[config.mk]
export PLATFORM = sky130hd
export DESIGN_NAME = io_responder
export DESIGN_NICKNAME = d
export VERILOG_FILES = /design/src/rtl/io_responder.sv
export SDC_FILE = /design/constraint.sdc
export NUM_CORES = 1
export LEC_CHECK = 0
export CAP_MARGIN = 20
export CORE_UTILIZATION = 50
export DETAILED_ROUTE_END_ITERATION = 16
export GPL_TIMING_DRIVEN = 0
export PLACE_DENSITY = 0.76
export SYNTH_ARGS = -nofsm -noshare
export SYNTH_HDL_FRONTEND = slang
export SYNTH_SLANG_ARGS = --single-unit
export TNS_END_PERCENT = 5
[constraint.sdc]
create_clock -name clock -period 4 [get_ports clock]
set_input_delay 0.4 -clock clock [delete_from_list [all_inputs] [get_ports clock]]
set_output_delay 0.4 -clock clock [all_outputs]
set_load 0.02 [all_outputs]
[src/rtl/io_responder.sv]
// Memory-mapped I/O responder: LED register, debounced switches, scanned 8-digit
// seven-segment display, and an optional down-counting timer built only when IO_TIMER_EN is defined.
module io_responder #(
    parameter int DEBOUNCE_CYCLES = 100000,
    parameter int SCAN_DIV        = 50000
) (
    input  logic        clock,
    input  logic        reset,
    input  logic        ior,
    input  logic        iow,
    input  logic [9:0]  addr_low,
    input  logic [31:0] wdata,
    input  logic [23:0] switch_in,
    output logic [31:0] rdata,
    output logic [23:0] led_out,
    output logic [7:0]  seg_an,
    output logic [7:0]  seg_out
);

    localparam int DEB_W  = (DEBOUNCE_CYCLES > 1) ? $clog2(DEBOUNCE_CYCLES) : 1;
    localparam int SCAN_W = (SCAN_DIV > 1) ? $clog2(SCAN_DIV) : 1;
    localparam logic [DEB_W-1:0]  DEB_LAST  = DEB_W'(DEBOUNCE_CYCLES - 1);
    localparam logic [SCAN_W-1:0] SCAN_LAST = SCAN_W'(SCAN_DIV - 1);

    localparam logic [9:0] OFF_SEG_DATA   = 10'h000;
    localparam logic [9:0] OFF_SEG_MASK   = 10'h004;
    localparam logic [9:0] OFF_TIMER      = 10'h020;
    localparam logic [9:0] OFF_TIMER_CTRL = 10'h024;
    localparam logic [9:0] OFF_LED        = 10'h060;
    localparam logic [9:0] OFF_SWITCH     = 10'h070;

    logic [9:0]  w_off;
    logic        w_unused;
    logic [31:0] w_timerRd;
    logic [31:0] w_ctrlRd;

    logic [23:0]       r_led;
    logic [31:0]       r_segData;
    logic [7:0]        r_segMask;
    logic [23:0]       r_sync1;
    logic [23:0]       r_sync2;
    logic [23:0]       r_capture;
    logic [23:0]       r_switch;
    logic [DEB_W-1:0]  r_debCnt;
    logic [SCAN_W-1:0] r_scanDiv;
    logic [2:0]        r_digit;

    assign w_off    = {addr_low[9:2], 2'b00};
    assign w_unused = ^addr_low[1:0];

    always_ff @(posedge clock) begin
        if (reset) begin
            r_led     <= '0;
            r_segData <= '0;
            r_segMask <= '0;
        end else if (iow) begin
            case (w_off)
                OFF_SEG_DATA: r_segData <= wdata;
                OFF_SEG_MASK: r_segMask <= wdata[7:0];
                OFF_LED:      r_led     <= wdata[23:0];
                default:      ;
            endcase
        end
    end

    // A new debounced value is accepted only when two captures one period apart agree.
    always_ff @(posedge clock) begin
        if (reset) begin
            r_sync1   <= '0;
            r_sync2   <= '0;
            r_capture <= '0;
            r_switch  <= '0;
            r_debCnt  <= '0;
        end else begin
            r_sync1 <= switch_in;
            r_sync2 <= r_sync1;
            if (r_debCnt == DEB_LAST) begin
                r_debCnt  <= '0;
                r_capture <= r_sync2;
                if (r_sync2 == r_capture)
                    r_switch <= r_sync2;
            end else begin
                r_debCnt <= r_debCnt + 1'b1;
            end
        end
    end

    always_ff @(posedge clock) begin
        if (reset) begin
            r_scanDiv <= '0;
            r_digit   <= '0;
        end else if (r_scanDiv == SCAN_LAST) begin
            r_scanDiv <= '0;
            r_digit   <= r_digit + 1'b1;
        end else begin
            r_scanDiv <= r_scanDiv + 1'b1;
        end
    end

`ifdef IO_TIMER_EN
    logic [31:0] r_tmrCount;
    logic [31:0] r_tmrReload;
    logic        r_tmrEn;
    logic        r_tmrFlag;
    logic        w_tmrExpire;
    logic        w_wrTimer;
    logic        w_wrCtrl;

    assign w_tmrExpire = r_tmrEn && (r_tmrCount == '0);
    assign w_wrTimer   = iow && (w_off == OFF_TIMER);
    assign w_wrCtrl    = iow && (w_off == OFF_TIMER_CTRL);

    // An expiry always sets the flag, even against a concurrent clear or count load.
    always_ff @(posedge clock) begin
        if (reset) begin
            r_tmrCount  <= '0;
            r_tmrReload <= '0;
            r_tmrEn     <= 1'b0;
            r_tmrFlag   <= 1'b0;
        end else begin
            if (w_wrTimer) begin
                r_tmrCount  <= wdata;
                r_tmrReload <= wdata;
            end else if (r_tmrEn) begin
                r_tmrCount <= w_tmrExpire ? r_tmrReload : r_tmrCount - 1'b1;
            end
            if (w_wrCtrl)
                r_tmrEn <= wdata[0];
            if (w_tmrExpire)
                r_tmrFlag <= 1'b1;
            else if (w_wrCtrl && wdata[1])
                r_tmrFlag <= 1'b0;
        end
    end

    assign w_timerRd = r_tmrCount;
    assign w_ctrlRd  = {30'd0, r_tmrFlag, r_tmrEn};
`else
    assign w_timerRd = '0;
    assign w_ctrlRd  = '0;
`endif

    always_comb begin
        rdata = '0;
        if (ior) begin
            case (w_off)
                OFF_SEG_DATA:   rdata = r_segData;
                OFF_SEG_MASK:   rdata = {24'd0, r_segMask};
                OFF_TIMER:      rdata = w_timerRd;
                OFF_TIMER_CTRL: rdata = w_ctrlRd;
                OFF_LED:        rdata = {8'd0, r_led};
                OFF_SWITCH:     rdata = {8'd0, r_switch};
                default:        rdata = '0;
            endcase
        end
    end

    logic [3:0] w_nibble;
    logic       w_digitOn;
    logic [6:0] w_segCode;

    assign w_nibble  = r_segData[{r_digit, 2'b00} +: 4];
    assign w_digitOn = r_segMask[r_digit];

    // Active-low {g..a} pattern for each hex value.
    always_comb begin
        w_segCode = 7'h7F;
        case (w_nibble)
            4'h0: w_segCode = 7'h40;
            4'h1: w_segCode = 7'h79;
            4'h2: w_segCode = 7'h24;
            4'h3: w_segCode = 7'h30;
            4'h4: w_segCode = 7'h19;
            4'h5: w_segCode = 7'h12;
            4'h6: w_segCode = 7'h02;
            4'h7: w_segCode = 7'h78;
            4'h8: w_segCode = 7'h00;
            4'h9: w_segCode = 7'h10;
            4'hA: w_segCode = 7'h08;
            4'hB: w_segCode = 7'h03;
            4'hC: w_segCode = 7'h46;
            4'hD: w_segCode = 7'h21;
            4'hE: w_segCode = 7'h06;
            4'hF: w_segCode = 7'h0E;
            default: w_segCode = 7'h7F;
        endcase
    end

    assign seg_an  = w_digitOn ? ~(8'b1 << r_digit) : 8'hFF;
    assign seg_out = w_digitOn ? {1'b1, w_segCode} : 8'hFF;
    assign led_out = r_led;

endmodule

# Yosys cells after proc, flatten, opt, wreduce, memory -nomap -nowiden
# Memory sizes are Yosys's and may differ from the RTL's.
# Cells that the tools add are included.
totals:
  register_bits: 196
  n_memories: 1
  inputBits: 70
  romBits: 112
  word_cells: 37
  output_inout_bits: 72
op_classes:
  addsub: 3
  n_eq_ne: 6
  order_cmp: 1
  n_bitwise: 1
  muxes: 6
  n_reduce_logical: 7
  shifts: 2
memory_table:
  columns: ["memory", "depth", "width", "read_ports", "rd_ports_with_merged_regs", "wr", "line_no", "source"]
  rows:
  - ["(no name shown)", 16, 7, 1, 0, 0, "168", "case (w_nibble)"]
op_table:
  columns: ["op", "count"]
  rows:
  - ["one-hot mux 32 bit (4 select lines)", 1]
  - ["2-to-1 mux 32 bit", 1]
  - ["indexed part select 32 x 6 -> 4 bit", 1]
  - ["== test 24 bit", 1]
  - ["adder 17 x 1 -> 17 bit (second input constant)", 1]
  - ["== test 17 bit (second input constant)", 1]
  - ["adder 16 x 1 -> 16 bit (second input constant)", 1]
  - ["== test 16 bit (second input constant)", 1]
  - ["== test 8 x 5 -> 1 bit (second input constant)", 2]
  - ["logical NOT 10 bit", 1]
  - ["== test 8 x 1 -> 1 bit (second input constant)", 1]
  - ["2-to-1 mux 8 bit", 1]
  - ["inverter 8 bit", 1]
  - ["AND reduction 2 bit", 4]
  - ["<< shifter 1 x 3 -> 8 bit (first input constant)", 1]
  - ["2-to-1 mux 7 bit", 1]
  - ["less-than comparator 3 x 4 -> 1 bit (second input constant)", 1]
  - ["OR reduction 2 bit", 2]
  - ["adder 3 x 1 -> 3 bit (second input constant)", 1]
  - ["binary-select mux 1 bit (select 3 bit)", 1]
  - ["2-to-1 mux 1 bit", 1]

# Depth between registers and ports, before layout
# Gate-level depths: netlist of run 1.
logic_depth:
  word_depth: 3
  mapped_depth: 9
  mapped_depth_nobuf: 8

# Least setup slack after synthesis of run 1
# Ideal clock, no wire load.
synth_timing:
  path_type: "reg-to-output"
  from: "register r_digit[1]"
  to: "output port seg_out[3]"
  setup_slack_ps: 1202
  stages_incl_launch_ff: 9
  required_time_ps: 3600
  arrival_ps: 2398
  path_buffers: 1
  path_cell_list: "dfxtp_1 > clkbuf_1 > mux4_2 > nand2_1 > nand2_1 > inv_1 > ha_1 > o2111a_1 > a31oi_1"
synth_between:
  elab_chain_cells: 3
  word_cells_on_any_way: 5
  classes_between: "shift (1); mux (3); memory (1)"
synth_lines:
  columns: ["element", "line_no", "source"]
  rows:
  - ["start: declaration", "46", "logic [2:0] r_digit;"]
  - ["start signal: assignment", "94", "r_digit <= r_digit + 1'b1;"]
  - ["indexed part select 32 x 6 -> 4 bit or binary-select mux 1 bit (select 3 bit) (tied branches)", "162, 163", null]
  - ["memory (16 x 7 bit) or 2-to-1 mux 1 bit (tied branches)", null, null]
  - ["2-to-1 mux 7 bit (*)", "190", "assign seg_out = w_digitOn ? {1'b1, w_segCode} : 8'hFF;"]
  - ["end: declaration", "17", "output logic [7:0] seg_out"]
# Every way passes the cells marked *; elsewhere a longest branch is shown, timed or not. The select of a mux whose other input is x is not followed.

# Worst setup path in the final report of run 1
layout_timing:
  from: "input port addr_low[3]"
  to: "output port rdata[6]"
layout_between:
  elab_chain_cells: 3
  word_cells_on_any_way: 6
  classes_between: "eq/ne (3); mux (2); reduce/logical (1)"
layout_lines:
  columns: ["element", "line_no", "source"]
  rows:
  - ["start: declaration", "11", "input logic [9:0] addr_low,"]
  - ["== test 8 x 5 -> 1 bit, or another cell as far along", "146", "case (w_off)"]
  - ["one-hot mux 32 bit (4 select lines) (*)", "146", null]
  - ["2-to-1 mux 32 bit (*)", "145", "if (ior) begin"]
  - ["end: declaration", "14", "output logic [31:0] rdata,"]
# Every way passes the cells marked *; elsewhere a longest branch is shown, timed or not.

==> results.tsv, run 1 <==
stage	metric	value	unit
placement	place_hpwl	16.02	mm
power_and_ir_drop	p_leak	3.919	nW
placement	pre_cts_ws	0.08359	ns
critical_path	timing.rr.start	r_scanDiv[0]$_SDFF_PP0_	
clock_tree	cts_buffers	17	
clock_tree	cts.hold.buffers_added	0	
logic_synthesis	netlist_area	8493	sq um
logic_synthesis	synth_seq_cells	196	
critical_path	rrSetupSlack	1.55	ns
critical_path	cpPeakStageDelay	0.64	ns
power_and_ir_drop	p_per_area	360.9	nW/um^2
logic_synthesis	synth_area_per_cell	8.847	sq um
min_path	min_path_cells	1	
clock_tree	cts_tree	built	
critical_path	cp_cell_sequence	clkdlybuf4s50_1 > or4_1 > buf_2 > nor3b_4 > clkbuf_1 > a22oi_1 > a21oi_1 > clkdlybuf4s50_1	
timing	final_hold_viol_count	0	
global_routing	grt_max_degree	21	
cells_and_area	fill_cells	1440	
timing	fin_skew	0.008971	ns
critical_path	startpoint_type	input pin	
logic_synthesis	synth_edf_count	0	
logic_synthesis	ys_seq_area_frac	0.4620	
min_path	hold_start	r_sync1[4]$_SDFF_PP0_	
route	drt_wl_total	21.39	mm
logic_synthesis	yosys_most_used_dff	dfxtp_1	
timing	fin_crit_sh	0.9735	
placement	numPortBuffers	137	
global_routing	grt.overflow.total	0	
global_routing	track_usage	0.2512	
floorplan	dieArea	17510	sq um
outcome	status	finished clean	
global_routing	grt_first_pass_wirelength	34.66	mm
floorplan	start_util	0.5121	
floorplan	die_w	132.3	microns
timing	setup-violations-final	0	
logic_synthesis	yosysWarnings	0	
global_routing	grt_pass1_vias	6810	
cells_and_area	finish.utilization	0.6471	
min_path	min_path_type	reg -> reg	
cells_and_area	final_common_cell	nand2_1	
floorplan	rows	47	
floorplan	io_pins	142	
critical_path	required	3.60	ns
clock_tree	clockBufferDepth	2	
floorplan	coreArea	16580	sq um
route	via_per_inst	5.383	
logic_synthesis	yosysUniqueCellTypes	46	
clock_tree	cts_sinks	196	
timing	setup_slack	0.1058	ns
cells_and_area	final_cell_mix	nand2_1, dfxtp_1, clkdlybuf4s50_1	
critical_path	crit_fanout	10	
cells_and_area	final_nets	1199	
timing	max_slew.worst_pin.slew	0.6846	ns
placement	gp_congestion	0.9182	
timing	rsz0062_at_grt	true	
critical_path	critical_path_arrival	3.49	ns
timing	tns	0	ns
logic_synthesis	syn_nets	1043	
route	via_count	7256	
critical_path	reg2regPathDepth	8	
route	drtPass1Iterations	6	
timing	fin_crit	3.894	ns
logic_synthesis	synthCells	960	
floorplan	die_h	132.3	microns
min_path	holdPathEnd	r_sync2[4]$_SDFF_PP0_	
clock_tree	clk_latency	0.44	ns
timing	timing.final.max_slew_violations	0	
clock_tree	cts_max_level	4	
timing	relSlewSlack	0.5416	
cells_and_area	multiInputGateArea	4224	sq um
critical_path	path_class	in -> out	
clock_tree	post_cts_resized	1	
route	final_antenna_net_count	0	
timing	clock.fmax	256.8	MHz
cells_and_area	syn_to_final_growth	26.34	%
critical_path	r2r-end	r_scanDiv[7]$_SDFF_PP0_	
critical_path	cpMostUsedCell	clkdlybuf4s50_1	
cells_and_area	diodes	0	
logic_synthesis	synthArstFlopShare	0	
clock_tree	clk_pin_slew	0.08	ns
route	post_drt_wl_per_cell	15.86	microns
route	drc	0	
clock_tree	clock-root-buffer	clkbuf_16	
cells_and_area	layout-drive-gt1-share	0.07181	
cells_and_area	regArea	3924	sq um
critical_path	crit_slowest_cell	clkdlybuf4s50_1	
critical_path	cp-end-kind	output pin	
route	drt_iter0_drc	616	
clock_tree	post_cts_buffers	0	
run	cap_violations	0	
global_routing	antenna_found_initial	0	
power_and_ir_drop	peakVddDrop	0.3139	mV
through the flow:
step	cells	power, mW	cell area, sq um	hold slack (ns)
after global placement	1317	2.227	10140	0.4193
after detailed placement	1317	2.229	10140	0.4204
final	1348	3.872	10730	0.4338
after CTS	1348	3.888	10730	0.4377
after floorplan	960	2.121	8493	0.4138
after global routing	1348	3.987	10730	0.4481
metal layers:
metal	track usage	up-vias	part of all wire
met5	0	-	0
met4	0.09323	0	0.026
met3	0.05844	41	0.076
met2	0.4298	311	0.48
met1	0.3069	3382	0.41
li1	-	3522	-
critical path, delay by kind of cell:
| family | cells | cell delay [ns] |
|---|---|---|
| buffers and inverters | 4 | 1.64 |
| AO/OA/AOI/OAI | 2 | 0.46 |
| AND/OR/NAND/NOR | 2 | 1.00 |
how the worst max path moves through the flow:
stage                                  from    endpoint  cells after the start
global placement                addr_low[3]    rdata[5]                      8
CTS                             addr_low[3]    rdata[2]                     10
finish                          addr_low[3]    rdata[6]                      8
detailed placement              addr_low[3]    rdata[2]                     10
floorplan           r_digit[1]$_SDFFE_PP0N_  seg_out[3]                      8
global route                    addr_low[3]    rdata[6]                      8
layout make-up:
class                   count  area share
multi-input cells         689      0.3937
flip-flops and latches    196      0.3657
repair buffers            137      0.1278
clock buffers              17     0.03965
plain buffers              61     0.02787
well taps                 220     0.02565
clock inverters            14     0.01481
inverters                  14    0.004897
flip-flops by register name (all words and copies together), names as in the netlist, 16 cells and up:
register and count:
r_segData 32, led_out 24, r_capture 24, r_switch 24
r_sync1 24, r_sync2 24, r_debCnt 17, r_scanDiv 16
cells in the mapped netlist, drive strengths merged (8+ instances only):
cell	count	area [sq um]
a21oi	91	455.4
ha	13	162.7
xnor2	29	254.0
buf	20	138.9
mux4	8	180.2
a22oi	8	60.06
clkbuf	41	153.9
nor2	67	251.5
dfxtp	196	3924
a222oi	16	160.2
nand3	12	65.06
nand4	10	68.81
nor4	8	86.33
nand2b	54	337.8
inv	14	52.55
nor2b	51	319.1
nand2	197	739.5
and3	11	68.82
mux2i	44	440.4
xor2	24	210.2
cell families after synthesis:
logic type,after synthesis,synth area share
and+or+nand+nor,434,0.2484
DFF,196,0.4620
AOI/OAI and AO/OA,129,0.09237
buffers and inverters,75,0.04066
muxes,59,0.08235
xor gates and xnor gates,53,0.05465
adders and majority gates,13,0.01915
other,1,0.0004415
power by group:
part,internal (mW),switching (mW)
clock,0.840,0.849
sequential,1.98,0.0178
combinational,0.102,0.0865
Note: power is estimated with default switching activity, not from simulation.
==> run 2: changes to the inputs <==
- ABC_CLOCK_PERIOD_IN_PS: unset -> 4000
- CORE_UTILIZATION: 50 -> 47
- PLACE_DENSITY: 0.76 -> 0.72
==> run 2 against run 1 <==
  * Die area grew 6.3%
  * Cell count rose by 0.37%
  * Non-clock buffer count stayed put
  * Critical path type unchanged
  * Highest routed layer unchanged
==> results.tsv, run 2 (synthesis results as in run 1) <==
stage	metric	value	unit
clock_tree	clock-root-buffer	clkbuf_16	
floorplan	dieArea	18610	sq um
power_and_ir_drop	p_clk_frac	0.421	
power_and_ir_drop	p_leak	3.901	nW
global_routing	grt_pass1_vias	6575	
route	final_antenna_net_count	0	
route	via_count	7153	
timing	timing.hold.ws	0.4362	ns
clock_tree	cts_max_level	4	
cells_and_area	diodes	0	
placement	place_hpwl	16.52	mm
run	cap_violations	0	
power_and_ir_drop	p_switching	0.8724	mW
timing	rsz0062_at_grt	true	
global_routing	antenna_found_initial	0	
route	drt_iter0_drc	577	
critical_path	crit_fanout	10	
timing	relSlewSlack	0.5585	
cells_and_area	regMostFlops	r_segData	
clock_tree	cts.hold.buffers_added	0	
timing	setup_slack	0.08347	ns
route	drt_wl_total	21.82	mm
global_routing	grt_max_degree	18	
clock_tree	cts_sinks	196	
min_path	min_path_type	reg -> reg	
cells_and_area	fin_area	10690	sq um
timing	setup-violations-final	0	
clock_tree	clk_latency	0.43	ns
floorplan	die_w	136.4	microns
timing	fin_skew	0.008577	ns
floorplan	start_util	0.4860	
critical_path	reg2regPathDepth	8	
route	via_per_inst	5.287	
timing	max_slew.worst_pin.slew	0.6568	ns
placement	numPortBuffers	137	
clock_tree	cts_buffers	17	
global_routing	grt.overflow.total	0	
route	drc	0	
cells_and_area	final_nets	1199	
route	drtPass1Iterations	7	
cells_and_area	finish.utilization	0.6115	
floorplan	rows	48	
timing	fin_crit_sh	0.9791	
clock_tree	cts_tree	built	
critical_path	required	3.60	ns
clock_tree	clk_pin_slew	0.07	ns
placement	gp_congestion	0.9266	
floorplan	die_h	136.4	microns
power_and_ir_drop	p_per_area	353.0	nW/um^2
critical_path	critical_path_arrival	3.52	ns
route	post_drt_wl_per_cell	16.13	microns
placement	pre_cts_ws	0.07317	ns
timing	clock.fmax	255.3	MHz
cells_and_area	layout-drive-gt1-share	0.07092	
placement	postPlaceCellArea	10150	sq um
min_path	min_path_cells	1	
timing	fin_crit	3.917	ns
power_and_ir_drop	intPower	2.900	mW
clock_tree	clockBufferDepth	2	
floorplan	io_pins	142	
cells_and_area	syn_to_final_growth	25.84	%
cells_and_area	largest_reg_flops	32	
global_routing	track_usage	0.2398	
timing	timing.final.max_slew_violations	0	
clock_tree	post_cts_resized	1	
critical_path	startpoint_type	input pin	
outcome	status	finished clean	
cells_and_area	fill_cells	1523	
global_routing	grt_first_pass_wirelength	33.92	mm
power_and_ir_drop	switching_share	0.2312	
power_and_ir_drop	seqPwrFrac	0.529	
cells_and_area	final_common_cell	nand2_1	
cells_and_area	final_cell_mix	nand2_1, dfxtp_1, clkdlybuf4s50_1	
timing	final_hold_viol_count	0	
critical_path	cp-end-kind	output pin	
floorplan	coreArea	17480	sq um
power_and_ir_drop	peakVddDrop	0.3041	mV
critical_path	path_class	in -> out	
power_and_ir_drop	power_frac_comb	0.050	
clock_tree	post_cts_buffers	0	
==> run 2: cell count changes in the layout (fill, tap and decap cells not counted) <==
cell      previous run  this run
inv_6                5         8
inv_8                3         0
inv_12               1         0
clkinv_8             3         0
clkinv_2             0         4
clkbuf_8             0         1
clkbuf_2             5         4
clkinv_4             1         0
buf_1                0         1
==> run 2: worst max-delay path, stage by stage <==
cell             delay, ns
clkdlybuf4s50_1       0.39
or4_1                 0.51
buf_2                 0.19
nor3b_4               0.46
buf_1                 0.47
a22oi_1               0.17
a21oi_1               0.27
clkdlybuf4s50_1       0.66
==> run 2: through the flow <==
step	power (mW)	TNS (ns)	cells
5_1_grt	3.900	-0.05729	1353
2_1_floorplan	2.121	0	960
3_3_place_gp	2.228	0	1322
6_report	3.773	0	1353
3_5_place_dp	2.230	0	1322
4_1_cts	3.789	0	1353
==> run 2: final timing paths <==
| kind | from | end | slack (ns) |
|---|---|---|---|
| worst max-delay path | addr_low[3] | rdata[6] | 0.08 |
| worst min-delay path | r_sync1[13]$_SDFF_PP0_ | r_sync2[13]$_SDFF_PP0_ | 0.44 |
| worst max register to register | r_scanDiv[0]$_SDFF_PP0_ | r_scanDiv[11]$_SDFF_PP0_ | 1.53 |
| worst min register to register | r_sync1[13]$_SDFF_PP0_ | r_sync2[13]$_SDFF_PP0_ | 0.44 |
==> run 2: layer usage <==
layer | wire length [microns] | vias to the layer above | track usage
li1 | - | 3524 | -
met1 | 9186 | 3315 | 0.2943
met2 | 10550 | 277 | 0.4100
met3 | 1509 | 37 | 0.04922
met4 | 571 | 0 | 0.09259
met5 | 0 | - | 0
==> run 2: cell type report <==
class,count,area [sq um],share of cell area
flip-flops and latches,196,3924,0.3671
plain buffers,61,297.8,0.02786
clock buffers,18,439.2,0.04109
inverters,14,52.55,0.004917
repair buffers,137,1371,0.1283
clock inverters,13,97.59,0.009131
well taps,225,281.5,0.02634
multi-input cells,689,4224,0.3952
==> run 2: power by group through the flow <==
stage | clock network (mW) | logic (mW) | registers [mW]
5_1_grt | 1.70 | 0.204 | 2.00
3_5_place_dp | 0 | 0.189 | 2.04
2_1_floorplan | 0 | 0.0842 | 2.04
4_1_cts | 1.60 | 0.189 | 2.00
6_report | 1.59 | 0.188 | 2.00
3_3_place_gp | 0 | 0.187 | 2.04
